**src/rtl/spi_tx_fifo_if.sv**
```systemverilog
// spi_tx_fifo_if: user write side and spi_drive side of the TX FIFO.
// Ports: i_wr_data/i_wr_en (enqueue), o_full/o_almost_full/o_empty/o_level
// (status), o_user_data/o_user_valid/i_ready (head handshake to spi_drive).
// Modports: slave = FIFO view, master = user/driver view.
interface spi_tx_fifo_if #(
    parameter int P_DATA_WIDTH = 9,
    parameter int P_ADDR_WIDTH = 4
);
    logic [P_DATA_WIDTH-1:0] i_wr_data;
    logic                    i_wr_en;
    logic                    o_full;
    logic                    o_almost_full;
    logic                    o_empty;
    logic [P_ADDR_WIDTH:0]   o_level;
    logic [P_DATA_WIDTH-1:0] o_user_data;
    logic                    o_user_valid;
    logic                    i_ready;

    modport slave (
        input  i_wr_data, i_wr_en, i_ready,
        output o_full, o_almost_full, o_empty, o_level,
        output o_user_data, o_user_valid
    );

    modport master (
        output i_wr_data, i_wr_en, i_ready,
        input  o_full, o_almost_full, o_empty, o_level,
        input  o_user_data, o_user_valid
    );
endinterface

```
**src/rtl/spi_tx_fifo.sv**
```systemverilog
// spi_tx_fifo: buffers user words and feeds spi_drive one word at a time,
// forcing P_GAP_CYCLES valid-low cycles after each accepted word.
// Ports: i_clk, i_rst (async, active-high), bus (spi_tx_fifo_if.slave).
// Option SPI_TX_FIFO_STATUS_EN: adds o_overflow (sticky) and i_flush.
module spi_tx_fifo #(
    parameter int P_DATA_WIDTH  = 9,
    parameter int P_DEPTH       = 16,
    parameter int P_ADDR_WIDTH  = 4,
    parameter int P_ALMOST_FULL = 12,
    parameter int P_GAP_CYCLES  = 2
) (
    input  logic i_clk,
    input  logic i_rst,
`ifdef SPI_TX_FIFO_STATUS_EN
    input  logic i_flush,
    output logic o_overflow,
`endif
    spi_tx_fifo_if.slave bus
);
    localparam int LW = P_ADDR_WIDTH + 1;
    localparam int GW = (P_GAP_CYCLES > 1) ? $clog2(P_GAP_CYCLES) : 1;
    localparam int GAP_INIT = (P_GAP_CYCLES > 0) ? P_GAP_CYCLES - 1 : 0;
    localparam logic [GW-1:0] GAP_LOAD = GW'(GAP_INIT);
    localparam logic [LW-1:0] DEPTH_L = LW'(P_DEPTH);
    localparam logic [LW-1:0] AFULL_L = LW'(P_ALMOST_FULL);

    typedef enum logic [1:0] {
        S_IDLE,
        S_PRESENT,
        S_GAP
    } state_t;

    state_t state;

    logic [P_DATA_WIDTH-1:0] mem [P_DEPTH];
    logic [P_ADDR_WIDTH-1:0] wr_ptr;
    logic [P_ADDR_WIDTH-1:0] rd_ptr;
    logic [GW-1:0]           gap_cnt;

    logic          flush;
    logic          accept;
    logic          wr_ok;
    logic          head_full;
    logic          need_head;
    logic          load_ram;
    logic          load_byp;
    logic          mem_we;
    logic [LW-1:0] ram_cnt;
    logic [LW-1:0] level_nxt;

`ifdef SPI_TX_FIFO_STATUS_EN
    assign flush = i_flush;
`else
    assign flush = 1'b0;
`endif

    assign accept    = bus.o_user_valid & bus.i_ready;
    assign wr_ok     = bus.i_wr_en & ~bus.o_full & ~flush;
    assign head_full = (state == S_PRESENT);
    // Level counts the head register too; RAM holds the rest.
    assign ram_cnt   = bus.o_level - LW'(head_full);

    always_comb begin
        need_head = 1'b0;
        unique case (state)
            S_IDLE:    need_head = 1'b1;
            S_PRESENT: need_head = accept && (P_GAP_CYCLES == 0);
            S_GAP:     need_head = (gap_cnt == '0);
            default:   need_head = 1'b0;
        endcase
    end

    // An incoming word skips the RAM only when the RAM has nothing
    // older to hand over, which keeps ordering intact.
    assign load_ram = need_head & (ram_cnt != '0);
    assign load_byp = need_head & (ram_cnt == '0) & wr_ok;
    assign mem_we   = wr_ok & ~load_byp;

    always_comb begin
        level_nxt = bus.o_level + LW'(wr_ok) - LW'(accept);
        if (flush) begin
            level_nxt = '0;
        end
    end

    always_ff @(posedge i_clk) begin
        if (mem_we) begin
            mem[wr_ptr] <= bus.i_wr_data;
        end
    end

    always_ff @(posedge i_clk or posedge i_rst) begin
        if (i_rst) begin
            state             <= S_IDLE;
            wr_ptr            <= '0;
            rd_ptr            <= '0;
            gap_cnt           <= '0;
            bus.o_level       <= '0;
            bus.o_full        <= 1'b0;
            bus.o_almost_full <= 1'b0;
            bus.o_empty       <= 1'b1;
            bus.o_user_data   <= '0;
            bus.o_user_valid  <= 1'b0;
        end else if (flush) begin
            state             <= S_IDLE;
            wr_ptr            <= '0;
            rd_ptr            <= '0;
            gap_cnt           <= '0;
            bus.o_level       <= '0;
            bus.o_full        <= 1'b0;
            bus.o_almost_full <= 1'b0;
            bus.o_empty       <= 1'b1;
            bus.o_user_data   <= '0;
            bus.o_user_valid  <= 1'b0;
        end else begin
            bus.o_level       <= level_nxt;
            bus.o_full        <= (level_nxt == DEPTH_L);
            bus.o_almost_full <= (level_nxt >= AFULL_L);
            bus.o_empty       <= (level_nxt == '0);

            if (mem_we) begin
                wr_ptr <= wr_ptr + 1'b1;
            end
            if (load_ram) begin
                rd_ptr          <= rd_ptr + 1'b1;
                bus.o_user_data <= mem[rd_ptr];
            end else if (load_byp) begin
                bus.o_user_data <= bus.i_wr_data;
            end

            unique case (state)
                S_IDLE: begin
                    if (load_ram || load_byp) begin
                        state            <= S_PRESENT;
                        bus.o_user_valid <= 1'b1;
                    end
                end
                S_PRESENT: begin
                    if (accept) begin
                        if (P_GAP_CYCLES > 0) begin
                            state            <= S_GAP;
                            gap_cnt          <= GAP_LOAD;
                            bus.o_user_valid <= 1'b0;
                        end else if (load_ram || load_byp) begin
                            state            <= S_PRESENT;
                            bus.o_user_valid <= 1'b1;
                        end else begin
                            state            <= S_IDLE;
                            bus.o_user_valid <= 1'b0;
                        end
                    end
                end
                S_GAP: begin
                    if (gap_cnt == '0) begin
                        if (load_ram || load_byp) begin
                            state            <= S_PRESENT;
                            bus.o_user_valid <= 1'b1;
                        end else begin
                            state            <= S_IDLE;
                            bus.o_user_valid <= 1'b0;
                        end
                    end else begin
                        gap_cnt <= gap_cnt - 1'b1;
                    end
                end
                default: begin
                    state            <= S_IDLE;
                    bus.o_user_valid <= 1'b0;
                end
            endcase
        end
    end

`ifdef SPI_TX_FIFO_STATUS_EN
    always_ff @(posedge i_clk or posedge i_rst) begin
        if (i_rst) begin
            o_overflow <= 1'b0;
        end else if (bus.i_wr_en && bus.o_full) begin
            o_overflow <= 1'b1;
        end
    end
`endif
endmodule

```
**src/flat_wrapper.sv**
```systemverilog
// flat-port wrapper written by rule: the top's interface ports become plain ports
module spi_tx_fifo_flat 
#(
    parameter int P_DATA_WIDTH  = 9,
    parameter int P_DEPTH       = 16,
    parameter int P_ADDR_WIDTH  = 4,
    parameter int P_ALMOST_FULL = 12,
    parameter int P_GAP_CYCLES  = 2
)
  (i_clk, i_rst, bus_i_wr_data, bus_i_wr_en, bus_i_ready, bus_o_full, bus_o_almost_full, bus_o_empty, bus_o_level, bus_o_user_data, bus_o_user_valid);
  spi_tx_fifo_if #(.P_DATA_WIDTH(P_DATA_WIDTH), .P_ADDR_WIDTH(P_ADDR_WIDTH)) bus_i ();
  input  logic i_clk;
  input  logic i_rst;
  input wire logic [$bits(bus_i.i_wr_data)-1:0] bus_i_wr_data;
  input wire logic [$bits(bus_i.i_wr_en)-1:0] bus_i_wr_en;
  input wire logic [$bits(bus_i.i_ready)-1:0] bus_i_ready;
  output wire logic [$bits(bus_i.o_full)-1:0] bus_o_full;
  output wire logic [$bits(bus_i.o_almost_full)-1:0] bus_o_almost_full;
  output wire logic [$bits(bus_i.o_empty)-1:0] bus_o_empty;
  output wire logic [$bits(bus_i.o_level)-1:0] bus_o_level;
  output wire logic [$bits(bus_i.o_user_data)-1:0] bus_o_user_data;
  output wire logic [$bits(bus_i.o_user_valid)-1:0] bus_o_user_valid;
  assign bus_i.i_wr_data = bus_i_wr_data;
  assign bus_i.i_wr_en = bus_i_wr_en;
  assign bus_i.i_ready = bus_i_ready;
  assign bus_o_full = bus_i.o_full;
  assign bus_o_almost_full = bus_i.o_almost_full;
  assign bus_o_empty = bus_i.o_empty;
  assign bus_o_level = bus_i.o_level;
  assign bus_o_user_data = bus_i.o_user_data;
  assign bus_o_user_valid = bus_i.o_user_valid;
  spi_tx_fifo #(.P_DATA_WIDTH(P_DATA_WIDTH), .P_DEPTH(P_DEPTH), .P_ADDR_WIDTH(P_ADDR_WIDTH), .P_ALMOST_FULL(P_ALMOST_FULL), .P_GAP_CYCLES(P_GAP_CYCLES)) u_core (.i_clk(i_clk), .i_rst(i_rst), .bus(bus_i));
endmodule
```
**config.mk**
```make
export PLATFORM = sky130hd
export DESIGN_NAME = spi_tx_fifo_flat
export DESIGN_NICKNAME = d
export VERILOG_FILES = /design/src/rtl/spi_tx_fifo_if.sv /design/src/rtl/spi_tx_fifo.sv /design/src/flat_wrapper.sv
export SDC_FILE = /design/constraint.sdc
export NUM_CORES = 1
export LEC_CHECK = 0
export ABC_AREA = 0
export CAP_MARGIN = 20
export CORE_MARGIN = 10
export CORE_UTILIZATION = 60
export CTS_CLUSTER_SIZE = 12
export DETAILED_ROUTE_END_ITERATION = 10
export PLACE_DENSITY_LB_ADDON = 0.08
export SYNTH_ARGS = -nofsm -noshare
export SYNTH_HDL_FRONTEND = slang
export SYNTH_SLANG_ARGS = --single-unit
```
**constraint.sdc**
```tcl
create_clock -name i_clk -period 8.4 [get_ports i_clk]
set_clock_uncertainty 0.05 [all_clocks]
set_input_delay 2.1 -clock i_clk [delete_from_list [all_inputs] [get_ports i_clk]]
set_output_delay 2.1 -clock i_clk [all_outputs]
set_load 0.02 [all_outputs]
```
-- After elaboration in Yosys (flattened, before gate mapping)
Memory sizes are Yosys's and may differ from the RTL's.
Cells that the tools add are included.
- word-level logic and storage cells: 60
- memory bits (writable): 144
- memories: 1
- register bits after elaboration: 29
- memories (name ; depth ; width ; read ports ; clocked after Yosys merged registers in ; wr ports ; line ; RTL):
    u_core.mem ; 16 ; 9 ; 1 ; 0 ; 1 ; spi_tx_fifo.sv:35 ; logic [P_DATA_WIDTH-1:0] mem [P_DEPTH];
- bitwise logic cells: 9
- muxes and demuxes: 18
- add/subtract/negate cells: 6
- reductions and logical operators: 9
- order comparisons: 1
- equality and inequality tests: 6
- operator list (kind ; count):
    two-way mux 9 bit ; 2
    zero test 5 bit ; 2
    subtractor 5 x 1 -> 5 bit ; 2
    two-way mux 1 bit ; 9
    adder 4 x 1 -> 4 bit (second input constant) ; 2
    bitwise AND 1 bit ; 6
    two-way mux 2 bit ; 3
    one-hot mux 2 bit (3 select lines) ; 1
    adder 5 x 1 -> 5 bit ; 1
    == test 5 bit (second input constant) ; 1
    greater-or-equal comparator 5 x 4 -> 1 bit (second input constant) ; 1
    nonzero test 5 bit ; 1
    != test 2 x 1 -> 1 bit (second input constant) ; 2
    one-hot mux 1 bit (2 select lines) ; 2
    nonzero test 2 bit ; 2
    NOT 1 bit ; 3
    one-hot mux 1 bit (3 select lines) ; 1
    AND reduction 3 bit ; 1
    == test 2 x 1 -> 1 bit (second input constant) ; 1
    == test 2 bit (second input constant) ; 1
    zero test 2 bit ; 1
    != test 2 bit (second input constant) ; 1
    AND reduction 2 bit ; 1
    logical OR 1 bit ; 1
    subtractor 1 bit (second input constant) ; 1

-- Depth between registers and ports, before layout
- depth in word-level cells: 9
- gate-level depth with buffers: 11
- depth with buffers taken out: 11

-- Worst setup path before layout
No wires, ideal clock.
- path type: input-to-reg
- start: in bus_i_wr_en
- end: mem u_core.mem[7][0] (enable)
- required time: 7951 ps
- arrival time: 3813 ps
- slack: 4138 ps
- stages: 4
- buffers on the path: 1
- cells stage by stage: nor2b_1 -> o31ai_4 -> buf_2 -> nor4_1
- word-level cells in the longest chain between the ends: 6
- RTL lines (element ; line ; RTL):
    start: declaration ; flat_wrapper.sv:15 ; input wire logic [$bits(bus_i.i_wr_en)-1:0] bus_i_wr_en;
    bitwise AND 1 bit (*) ; spi_tx_fifo.sv:58 ; assign wr_ok = bus.i_wr_en & ~bus.o_full & ~flush;
    bitwise AND 1 bit ; spi_tx_fifo.sv:76 ; assign load_byp = need_head & (ram_cnt == '0) & wr_ok;
    NOT 1 bit ; spi_tx_fifo.sv:77 ; assign mem_we = wr_ok & ~load_byp;
    bitwise AND 1 bit (*) ; spi_tx_fifo.sv:77 ;
    two-way mux 1 bit (*) ; spi_tx_fifo.sv:87 ; if (mem_we) begin
    two-way mux 1 bit (implied by the code) (*) ; spi_tx_fifo.sv:88 ; mem[wr_ptr] <= bus.i_wr_data;
    end: declaration ; spi_tx_fifo.sv:35 ;
Mark *: on every way between the ends. The rest lies on a longest branch, timed or not.

-- Final worst setup path
- start: in bus_i_wr_en
- end: mem u_core.mem[7][8] (enable)
Same word-level chain as after synthesis.

==> results summary <==
The run finished with clean final reports. The floorplan die area came out at ~17000 um^2. The buffer depth of the longest clock path is 2. The remaining antenna violation count came out at 0.

Before antenna repair, the detailed router went through 5 iterations. In this run the static leakage power is 2.87 nW. The via count is 3643. The cell area reported after detailed placement is 7580 um^2. Post-CTS timing repair inserted 0 buffers for setup. For this run, design rule violations remaining after detail routing come to 0. The number of global-route vias before repair is 3724. The worst hold path cell count came out at 1.

The number of setup violations in the final report is 0. The area of the core came out at 11600 um^2. The actual transition at the worst max-transition pin is ~1.1 ns. The first global-routing pass estimated 21500 um of wire. The critical path runs through a total of 4 cells. Of the total power, the clock network draws 0.260. The global-route usage over all layers is 0.176.

The synthesis-stage register bit count is between 150 and 200. The die height is 129 um. Counting every net in the synthesized netlist gives 404. The critical path in this run is classified as in2reg. The H-tree depth reported by CTS came out at 4. Summing all multi-input logic gate instances after layout gives 1940 um^2. The final-report hold violation count is 0. The part of the total power dissipated in combinational logic came out at 0.344. For this run, the slowest stage of the critical path takes 0.89 ns. The clock tree from TritonCTS is yes.

The async set-or-reset flop fraction in the synthesized netlist came out at 0.168. The initial antenna violation count came to 0. The worst relative slew slack is 0.267. Among all stages on the critical path, the largest delay is contributed by sky130_fd_sc_hd__nor4_2.

The power density over the cells came out at 363 nW/um^2. The class of the worst hold path is reg2reg. During synthesis, Yosys emitted a total of 0 warnings.

The number of flops mapped to enable cells by yosys is 144. The count of port buffers added during placement is 30. During I/O placement, the number of pins put on the boundary was 31. Synthesis handed over a netlist of 377 instances. The data arrival time of the critical path is 4.27 ns. The number of clock sinks is 173. The area share of the leading cell type in the synthesized netlist is 0.605. The cts-stage hold buffer count came out at 0. The final layout contains 445 nets. The count of maximum capacitance violations came out at 0. Counting I/O delays and the setup requirement, the final critical path takes 4.28 ns. In the post-synthesis netlist, the cell with the most instances is sky130_fd_sc_hd__edfxtp_1.

At the end of routability-driven placement, the weighted congestion stood at 0.778. The antenna diode count is 0. Ranked by total cell area, the synthesized netlist is headed by sky130_fd_sc_hd__edfxtp_1 (61%), sky130_fd_sc_hd__dfrtp_1 (9.8%), sky130_fd_sc_hd__mux4_1 (8.1%). The biggest area contributor in the post-synthesis netlist is sky130_fd_sc_hd__edfxtp_1. The chip width is 129 um.

The total length of routed wires came out at roughly 14000 um. Across all setup checks in the final design, the least slack found is roughly 4.1 ns. The family with the most delay on the worst path is simple AND/OR/NAND/NOR gates. STA classifies the critical path endpoint as a register. Adding up every negative setup slack in the final design gives 0 ns. STA puts the critical path data required time at approximately 8.4 ns.

The top fanout value on the critical path is 15. The core utilization of the finished layout came out at 0.706. For this run the aggregate overflow at the end of global routing stands at 0.

The combined flip-flop and latch cell area came out at 5050 um^2. The sequential cell fraction of total power is 0.396. The signal on the critical path passes through clkdlybuf4s50_1 -> nor2b_1 -> o31ai_4 -> nor4_2. The tree is rooted in a sky130_fd_sc_hd__clkbuf_16. In this run the cell area of the synthesized design comes to a little over 7000 um^2.

Once layout is done, the placed cells without fillers occupy ~8200 um^2. The commonest cells after synthesis are sky130_fd_sc_hd__edfxtp_1 (144), sky130_fd_sc_hd__dfrtp_1 (28), sky130_fd_sc_hd__mux4_1 (22), sky130_fd_sc_hd__inv_1 (19), sky130_fd_sc_hd__a22oi_1 (18). The count of final max-slew check failures is 0. The switching part of the total power is 0.326. Measured in cells, the most critical reg-to-reg path has a length of 6. The row count came out at 39. Across the VDD grid, the largest voltage drop is 0.201 mV. The type of element launching the critical path is a primary input. The count of unique library cells instantiated by Yosys came out at 40. The share of cells above drive strength 1 came out at 0.139. The sequential fraction of the synthesis area is 0.707.

Using the TritonRoute via totals, the vias-per-cell ratio works out to 6.35. The relative area change from synthesis to final layout came out at 14.3%. The clock-pin transition on the worst setup and hold timing paths came out at roughly 0.060 ns. The number of inserted filler cells in the final layout is 725.

The switching power total came out at 0.967 mW. The wire length per cell is 24.4 um. OpenSTA, run right after detailed placement, puts the worst setup slack at 3.62 ns. The buffering stage count on the worst path with inverters included came out at 1. The first routing iteration left 337 violations. The effective utilization at floorplan is 0.618. The most frequently used flop master after synthesis is sky130_fd_sc_hd__edfxtp_1.

The largest net degree at the start of global routing is 40. The highest clock frequency the design can meet came out at 0.234 GHz. The wire-length estimate of the detail-placed layout is 8860 um.

The total power is 2.97 mW. The total CTS buffers came out at 17. The clock latency reported for the late side of the worst-skew pair came out at between 0.4 and 0.5 ns. The internal power contribution is roughly 2 mW.

The share of the clock period used by the worst path after layout came out at 0.509. Setup repair after global routing left no endpoint under its margin. Once the clock tree was built, the resizer swapped 0 gates to a different size. Averaged over all synthesized cells, the footprint is 19.0 um^2.
## power by group through the flow
stage	sequential, mW	combinational [mW]	clock (mW)
2_1_floorplan	1.21	0.702	0
3_3_place_gp	1.19	1.00	0
3_5_place_dp	1.19	1.02	0
4_1_cts	1.18	1.03	0.782
5_1_grt	1.19	1.11	0.816
6_report	1.18	1.02	0.771
## worst register-to-register path: cells and delay by family, from the launching register on
kind                       cells  cell delay [ns]
and+or+nand+nor                4             1.73
DFF                            1             0.44
adders and majority gates      1             0.24
AOI/OAI and AO/OA              1             0.23
## cell type report
type,count,area share
sequential,173,0.618
multi-input combinational,170,0.237
clock buffer,24,0.0565
timing repair buffer,37,0.0429
tap,143,0.0219
clock inverter,8,0.0147
inverter,19,0.00873
## sequential cells by signal, indices dropped and copies added (netlist names)
register / cells
u_core.bus.o_level: 5
u_core.mem: 144
u_core.gap_cnt: 1
u_core.bus.o_user_valid: 1
u_core.state: 2
u_core.bus.o_almost_full: 1
u_core.rd_ptr: 4
u_core.bus.o_user_data: 9
u_core.wr_ptr: 4
u_core.bus.o_empty: 1
u_core.bus.o_full: 1
## metrics by stage
stage                     instances  hold slack [ns]
after floorplan                 377            0.440
after global placement          540            0.453
after detailed placement        540            0.456
after CTS                       572            0.469
after global routing            574            0.498
final                           574            0.469
## worst paths after layout
path	from	to	slack, ns
worst min-delay path	u_core.bus.o_user_data[4]	u_core.bus.o_user_data[4]	0.47
worst min register to register	u_core.bus.o_user_data[4]	u_core.bus.o_user_data[4]	0.47
worst max register to register	u_core.state[0]	u_core.mem[7][8]	5.34
max in group asynchronous	i_rst	u_core.bus.o_empty	5.99
worst max-delay path	bus_i_wr_en	u_core.mem[7][8]	4.12
min in group asynchronous	i_rst	u_core.bus.o_level[1]	2.00
## per-layer routing
layer  wire, um  GRT usage
met1       6280      0.240
met2       6510      0.262
met3        884     0.0453
met4        325     0.0823
met5          0          0
## cell usage in the layout, fill, tap and decap left out, types with 2 or more instances in the layout
cell                              count
sky130_fd_sc_hd__a21oi_1             13
sky130_fd_sc_hd__a221o_1              9
sky130_fd_sc_hd__a22oi_1             18
sky130_fd_sc_hd__and2_1               5
sky130_fd_sc_hd__and3_1               5
sky130_fd_sc_hd__buf_4                6
sky130_fd_sc_hd__bufinv_16            3
sky130_fd_sc_hd__clkbuf_1             6
sky130_fd_sc_hd__clkbuf_16           17
sky130_fd_sc_hd__clkdlybuf4s50_1     30
sky130_fd_sc_hd__clkinv_2             3
sky130_fd_sc_hd__clkinvlp_4           2
sky130_fd_sc_hd__dfrtp_1             27
sky130_fd_sc_hd__edfxtp_1           144
sky130_fd_sc_hd__ha_1                13
sky130_fd_sc_hd__inv_1               19
sky130_fd_sc_hd__mux2_2               2
sky130_fd_sc_hd__mux4_1              22
sky130_fd_sc_hd__mux4_2              14
sky130_fd_sc_hd__nand2_1              8
sky130_fd_sc_hd__nand2b_1             2
sky130_fd_sc_hd__nand3_1              5
sky130_fd_sc_hd__nor2_1              12
sky130_fd_sc_hd__nor2b_1              5
sky130_fd_sc_hd__nor3_1               5
sky130_fd_sc_hd__nor4_2               3
sky130_fd_sc_hd__o21ai_0              5
sky130_fd_sc_hd__o21bai_1             3
sky130_fd_sc_hd__o31ai_4              2
sky130_fd_sc_hd__xnor2_1              6
sky130_fd_sc_hd__xor2_1               4
## logic make-up after synthesis
group | synth area share
buf+inv | 0.0242
flops | 0.707
simple gates | 0.0457
fa+ha+maj | 0.0256
compound gates | 0.0574
xor+xnor | 0.0123
mux | 0.128
No activity file was read; power rests on OpenSTA's default activity.
